`src/rtl/freq_duty_meter.sv`:
```
// Gated frequency and duty-cycle meter: counts rising edges and high cycles of a
// synchronized input over a fixed window, then derives duty percent with a serial divider.
module freq_duty_meter #(
   parameter logic [25:0] GATE_CYCLES = 26'd50_000_000
) (
   input  logic        clk,
   input  logic        clr,
   input  logic        sig_in,
   output logic [25:0] freq_out,
   output logic [6:0]  duty_out,
   output logic        meas_valid,
   output logic        busy_div
);

   typedef enum logic [1:0] {GATE, DIV, DONE} state_t;

   localparam logic [25:0] CNT_SAT   = '1;
   localparam logic [25:0] GATE_LAST = GATE_CYCLES - 26'd1;

   state_t      state, state_nxt;
   logic        s1, s2, s3;
   logic        rise;
   logic [25:0] gate_cnt, edge_cnt, high_cnt, edge_lat;
   logic [25:0] edge_inc, high_inc;
   logic [32:0] dq, dq_nxt;
   logic [25:0] rem, rem_nxt;
   logic [26:0] trial;
   logic        trial_ge;
   logic [5:0]  div_cnt;
   logic        gate_last, div_last;
   logic [6:0]  duty_clamp;

   assign rise      = s2 & ~s3;
   assign gate_last = (gate_cnt == GATE_LAST);
   assign div_last  = (div_cnt == 6'd32);
   assign edge_inc  = (edge_cnt == CNT_SAT) ? edge_cnt : edge_cnt + {25'd0, rise};
   assign high_inc  = (high_cnt == CNT_SAT) ? high_cnt : high_cnt + {25'd0, s2};

   // Restoring division step: dq shifts the dividend out at the top and the
   // quotient bits in at the bottom; the remainder always stays below GATE_CYCLES.
   assign trial      = {rem, dq[32]};
   assign trial_ge   = (trial >= {1'b0, GATE_CYCLES});
   assign rem_nxt    = trial_ge ? (trial[25:0] - GATE_CYCLES) : trial[25:0];
   assign dq_nxt     = {dq[31:0], trial_ge};
   assign duty_clamp = (dq_nxt > 33'd100) ? 7'd100 : dq_nxt[6:0];

   always_ff @(posedge clk or negedge clr) begin
      if (!clr) state <= GATE;
      else      state <= state_nxt;
   end

   // meas_valid is a single-cycle strobe with no ready: freq_out/duty_out are
   // already updated in the cycle it is high and hold until the next strobe.
   always_comb begin
      state_nxt  = state;
      meas_valid = 1'b0;
      busy_div   = 1'b0;
      case (state)
         GATE: if (gate_last) state_nxt = DIV;
         DIV: begin
            busy_div = 1'b1;
            if (div_last) state_nxt = DONE;
         end
         DONE: begin
            meas_valid = 1'b1;
            state_nxt  = GATE;
         end
         default: state_nxt = GATE;
      endcase
   end

   always_ff @(posedge clk or negedge clr) begin
      if (!clr) begin
         s1       <= 1'b0;
         s2       <= 1'b0;
         s3       <= 1'b0;
         gate_cnt <= '0;
         edge_cnt <= '0;
         high_cnt <= '0;
         edge_lat <= '0;
         dq       <= '0;
         rem      <= '0;
         div_cnt  <= '0;
         freq_out <= '0;
         duty_out <= '0;
      end else begin
         s1 <= sig_in;
         s2 <= s1;
         s3 <= s2;
         case (state)
            GATE: begin
               gate_cnt <= gate_cnt + 26'd1;
               edge_cnt <= edge_inc;
               high_cnt <= high_inc;
               if (gate_last) begin
                  edge_lat <= edge_inc;
                  dq       <= {7'd0, high_inc} * 33'd100;
                  rem      <= '0;
                  div_cnt  <= '0;
               end
            end
            DIV: begin
               dq      <= dq_nxt;
               rem     <= rem_nxt;
               div_cnt <= div_cnt + 6'd1;
               if (div_last) begin
                  freq_out <= edge_lat;
                  duty_out <= duty_clamp;
               end
            end
            DONE: begin
               gate_cnt <= '0;
               edge_cnt <= '0;
               high_cnt <= '0;
            end
            default: ;
         endcase
      end
   end

endmodule

```
`config.mk`:
```
export PLATFORM = sky130hd
export DESIGN_NAME = freq_duty_meter
export DESIGN_NICKNAME = d
export VERILOG_FILES = /design/src/rtl/freq_duty_meter.sv
export SDC_FILE = /design/constraint.sdc
export NUM_CORES = 1
export LEC_CHECK = 0
export BUFFER_PORTS_ARGS = -buffer_cell sky130_fd_sc_hd__buf_2
export CAP_MARGIN = 40
export CORE_ASPECT_RATIO = 0.9
export CORE_UTILIZATION = 40
export DETAILED_ROUTE_END_ITERATION = 16
export GPL_TIMING_DRIVEN = 1
export SLEW_MARGIN = 20
export SYNTH_ARGS = -nofsm -noshare
export SYNTH_HDL_FRONTEND = slang
export SYNTH_SLANG_ARGS = --single-unit
```
`constraint.sdc`:
```
create_clock -name clk -period 5.56 [get_ports clk]
set_clock_uncertainty 0.05 [all_clocks]
set_input_delay 1.112 -clock clk [delete_from_list [all_inputs] [get_ports clk]]
set_output_delay 1.112 -clock clk [all_outputs]
set_load 0.005 [all_outputs]
```
* After elaboration in Yosys (flattened, before gate mapping)
Index checks and enable logic that the tools add are counted. W data, S select, Z words.
Cells by class: add/subtract/negate cells 5, $mul 1, div/mod/pow operators 0, magnitude comparators 2, eq/ne operators 8, shifts and indexed selects 0, muxes and demuxes 18, bitwise operators 2, reduce and logical (&&, ||, !) cells 7
Operators with widths (count):
- $pmux W26 S2 | 4
- $mux W26 | 4
- $eq A26 B26 Y1 const B | 3
- $pmux W33 S2 | 1
- $add A26 B1 Y26 | 2
- $gt A33 B7 Y1 const B | 1
- $mux W33 | 1
- $mul A26 B5 Y31 const B | 1
- $ge A27 B26 Y1 const B | 1
- $add A26 B1 Y26 const B | 1
- $sub A26 B26 Y26 const B | 1
- $pmux W6 S2 | 1
- $reduce_and A2 Y1 | 4
- $mux W7 | 1
- $add A6 B1 Y6 const B | 1
- $eq A6 B6 Y1 const B | 1
- $mux W6 | 1
- $mux W2 | 2
- $ne A2 B2 Y1 const B | 2
- $pmux W2 S2 | 1
- $reduce_bool A2 Y1 | 2
- $eq A2 B1 Y1 const B | 1
- $eq A2 B2 Y1 const B | 1
- $logic_not A2 Y1 | 1
- 3 further kinds | 4
Storage, ports and cells: register bits after elaboration 207, latch bits 0, memory bits (writable) 0, bits in read-only memories 0, logic and storage cells 56, memories 0

* Logic depth before layout (Yosys ltp)
depth after elaboration 5, gate-level depth with buffers 23, gate-level depth less buffers 20

* Worst setup path before layout
OpenSTA, ideal clock, no wires.
path type register to register, from register high_cnt[11], to register dq[31], setup time 0.133 ns, arrival 4.503 ns, required time 5.377 ns, path slack 0.874 ns, stages on the path, launching flop included 22, buffers on the path 2, clock period less this slack 4.686 ns, cells stage by stage dfrtp_1 clkbuf_1 nand4_1 nor4_1 nand4_1 and2_1 and3_1 clkbuf_1 xor2_1 ha_1 ha_1 inv_1 fa_1 inv_1 ha_1 a21oi_1 o21ai_0 a221oi_1 nand4b_1 a311oi_1 xor2_1 o21ai_0
Between the ends: longest elaborated chain between the ends 5, elaborated cells on any way between the ends 6, those cells by class add/sub (1); mul (1); eq/ne (1); mux (3)
Ends and longest elaborated chain:
- start: declaration | line 23 | logic [25:0] gate_cnt, edge_cnt, high_cnt, edge_lat;
- start signal: assignment | line 94 | high_cnt <= high_inc;
- $add A26 B1 Y26 / $eq A26 B26 Y1 (equally long branches) | line 37 | assign high_inc = (high_cnt == CNT_SAT) ? high_cnt : high_cnt + {25'd0, s2};
- $mux W26 (*) | line 37
- $mul A26 B5 Y31 (*) | line 97 | dq <= {7'd0, high_inc} * 33'd100;
- $mux W33 (*) | line 95 | if (gate_last) begin
- $pmux W33 S2 (*) | line 90 | case (state)
- end signal: assignment | line 97
- end signal: assignment | line 103 | dq <= dq_nxt;
- end: declaration | line 25 | logic [32:0] dq, dq_nxt;
Mark *: on every way between the ends. The rest lies on a longest branch, timed or not. The select of a mux whose other input is x is not followed. A chain may end at the register's enable or synchronous reset.

* Worst setup path in the final report
from register high_cnt[17], to register dq[26]
The elaborated chain is that of the path after synthesis.

==> results summary <==
The post-synthesis sequential area ratio came out at 38.73%. The remaining antenna violation count is 0. Max-cap violations in this run came to 0. The critical path goes through and3_1 -> and4_4 -> nand4_1 -> buf_4 -> buf_4 -> nand2_4 -> nor4_4 -> xor2_1 -> ha_1 -> ha_1 -> inv_1 -> fa_1 -> inv_1 -> ha_1 -> a21oi_1 -> and2_1 -> a211oi_1 -> o22ai_1 -> or4_1 -> nand3_1.

TritonCTS built the clock tree. The leading cell type in the layout, fill and taps excluded is sky130_fd_sc_hd__nand2_1. The number of design-rule violations left by the first detailed-router iteration is 781. The number of stages on the worst setup path is 20. In this run, the clock network consumes 34.5% of the power.

IR analysis of the VDD net gives a maximum drop of 0.2326 mV. The slew at the pin closest to its max-slew limit is 0.7732 ns. The share of layout cells above drive strength 1 came out at 7.603%. Internal power comes to 0.002838 W. Setup repair after global routing left no endpoint under its margin. For this design, the slowest cell found on the critical path is sky130_fd_sc_hd__or4_1.

The sequential share of power is 38.1%. The total count of hold-check failures in the final report is 0. The number of register bits inferred by synthesis came out at 207. Counting stages on the worst path, the most repeated cell is sky130_fd_sc_hd__ha_1.

The overall power consumption is 0.004211 W. The row count came out at 63. Setup violations remaining at the end of the flow were counted as 0. The detailed placer's ending HPWL came out at 21110 um. The max-slew violation total from the final report is 0. Of all flip-flops after synthesis, the portion carrying an async set or reset was 100.0%. Power spread over the standard cell area amounts to 285.4 nW/um^2.

The first global-routing pass estimated 51260 um of wire. During synthesis, Yosys emitted a total of 0 warnings. The top-level I/O count is 38.

The clock slew seen by the registers of the worst setup and hold paths is 0.06 ns. STA classifies the critical path startpoint as a register. The synthesized area per cell came out at 8.731 sq um. The path depth of the worst reg2reg path is 20. The kind of cell adding the most delay to the critical path is simple AND/OR/NAND/NOR gates. The die width came out at 194.8 um. The setup slack of the worst register-to-register path came out at 0.31 ns. The share of the clock period used by the worst path after layout is 94.51%. The die footprint came out at 34170 sq um. The last element of the critical path is dq[26]. The area of all sequential standard cells came out at 5181 sq um.

The cell area that synthesis handed to floorplanning was 13380 sq um. Cells fill 44.77% of the core in the end. The final-stage net count came out at 1651. The most critical setup path has its startpoint at high_cnt[17]. The clock period minus final worst setup slack is 5.255 ns.

The largest buffer count on any clock path is 3. The worst setup path is captured at a register. The number of enable flip-flop cells after synthesis came out at 0.

The net switching power figure came out at 0.001373 W. The number of global-route vias before repair is 10040. The total overflow left after global routing is 0.

In the synthesized netlist, the number of instances is 1532. The leakage power summed over all cells came out at 7.061 nW. Data arrives at the worst endpoint at 5.67 ns.

For this run, design rule violations remaining after detail routing come to 0. The worst slew margin relative to its limit came out at 48.45%. The initial core utilization is 40.59%. In the layout the commonest cells are 238 x sky130_fd_sc_hd__nand2_1, 206 x sky130_fd_sc_hd__dfrtp_1, 119 x sky130_fd_sc_hd__o21ai_0. Combinational logic burns 27.3% of the power. The startpoint identified for the worst register-to-register timing path is high_cnt[17].

The area added between synthesis and finish is 10.29%. The number of buffers inserted by port buffering came out at 37. The global placer's final weighted congestion came out at 0.9071.

The multi-input gate area in the final layout is 7455 sq um. The number of buffer and inverter stages on the critical path is 4. The antenna cell count is 0.

The biggest cell delay along the critical path came out at 0.51 ns. The H-tree depth is 1. The final total negative setup slack came out at 0 ns. The global-route usage over all layers came out at 17.91%.

Wires add up to 30220 um. The run finished with clean final reports. The number of CTS-inserted buffers came out at 24.

The critical path start-end classification is register to register. The area of the placeable core came out at 32950 sq um. Data on the critical path is required at its endpoint by 5.97 ns.

The terminus of the critical flop-to-flop path is dq[26]. The floorplan step set the die height to 175.5 um. The path class of the tightest hold or removal check is register to register. The worst-path maximum fanout came out at 7. Among all flip-flop cells after synthesis, the most frequent one is sky130_fd_sc_hd__dfrtp_1.

Clock latency on the worst-skew pair, taken at its later pin, is 0.52 ns. The clock sink total is 207. For this run, the top clock speed supported by timing is 0.1903 GHz. The detailed-routing iteration count for the pre-antenna-repair pass came out at 7. The root buffer cell chosen for the clock tree is sky130_fd_sc_hd__clkbuf_16.

Detailed routing inserted a total of 10470 vias. The net switching share of the total power is 32.60%. After detailed routing, the number of vias per cell comes to 5.305. The wire length per cell after detailed routing came out at 15.31 um.

The initial antenna violation count is 1. The count of distinct cell types in the synthesized netlist came out at 69. Synthesis produced a netlist with a net count of 1646. The final-layout fill cell count is 3210. The number of hold buffers added after CTS was 0. Entering global routing, the biggest net connects 110 pins.
==> timing repair <==
action | CTS | global route
buffers inserted | 0 | 1
endpoints found under the setup margin | 0 | 11
resized for setup | 0 | 3
==> kinds of logic after synthesis <==
| group | after synthesis | synth area share [%] |
|---|---|---|
| AO/OA/AOI/OAI | 307 | 14.07 |
| XOR/XNOR | 116 | 7.652 |
| adder cells (fa/ha/maj) | 111 | 11.51 |
| buffers and inverters | 200 | 5.847 |
| flip-flops | 207 | 38.73 |
| multiplexers | 21 | 1.572 |
| AND/OR/NAND/NOR | 570 | 20.63 |
==> power groups by stage <==
stage	logic [W]	registers (W)	clock network (W)
floorplan	0.000793	0.00161	0
global placement	0.00112	0.00163	0
detailed placement	0.00114	0.00163	0
CTS	0.00115	0.00160	0.00150
global route	0.00130	0.00161	0.00156
finish	0.00115	0.00160	0.00145
==> synth_stat cells (all sizes together), types with 11 or more instances <==
library cell | n | area (sq um)
nand2 | 239 | 904.6
nand4 | 27 | 183.9
nor2 | 95 | 356.6
xnor2 | 56 | 498.0
inv | 119 | 446.7
ha | 91 | 1139
a21oi | 59 | 295.3
nand3b | 13 | 97.59
o21ai | 137 | 689.4
a22oi | 24 | 180.2
o311ai | 12 | 105.1
mux2i | 21 | 210.2
nor4 | 15 | 121.4
and2 | 11 | 68.82
nand3 | 69 | 365.4
and3 | 37 | 232.7
dfrtp | 207 | 5180
nor3 | 22 | 115.1
buf | 17 | 95.09
xor2 | 60 | 525.5
clkbuf | 64 | 240.2
fa | 20 | 400.4
==> layout make-up <==
class	instances	area share (%)
clock buffer	37	4.606
clock inverter	4	0.2120
inverter	119	3.028
multi-input combinational	1125	50.53
timing repair buffer	60	2.918
sequential	207	35.12
tap	422	3.579
==> sequential cells by signal, summed over array words and instances (netlist names), 6 cells and up <==
register,cells
gate_cnt,26
edge_cnt,26
dq,33
div_cnt,6
rem,26
edge_lat,26
freq_out,26
high_cnt,26
duty_out,7
==> per-stage QoR <==
step                      instance area (sq um)  std cells  worst slack, ns  hold slack [ns]
after floorplan                           13380       1532           0.8740           0.2812
after global placement                    13930       1928           0.1638           0.3130
after detailed placement                  13990       1931           0.1218           0.2870
after CTS                                 14700       1972          0.08194           0.3094
after global routing                      14750       1974          0.04186           0.3279
final                                     14750       1974           0.3054           0.3029
==> how the worst min path moves through the flow <==
stage	cells past startpoint	startpoint	end	slack [ns]
finish	0	s1	s2	0.30
global route	0	s1	s2	0.33
CTS	0	s1	s2	0.31
detailed placement	0	s1	s2	0.29
global placement	0	s1	s2	0.31
floorplan	0	s1	s2	0.28
==> per-layer routing <==
layer / global-route usage (%) / part of all wire, %
met1: 27.45 / 53
met2: 27.37 / 42
met4: 2.723 / 1.2
met5: 0 / 0
met3: 2.170 / 3.1
No activity file was read; power rests on OpenSTA's default activity.
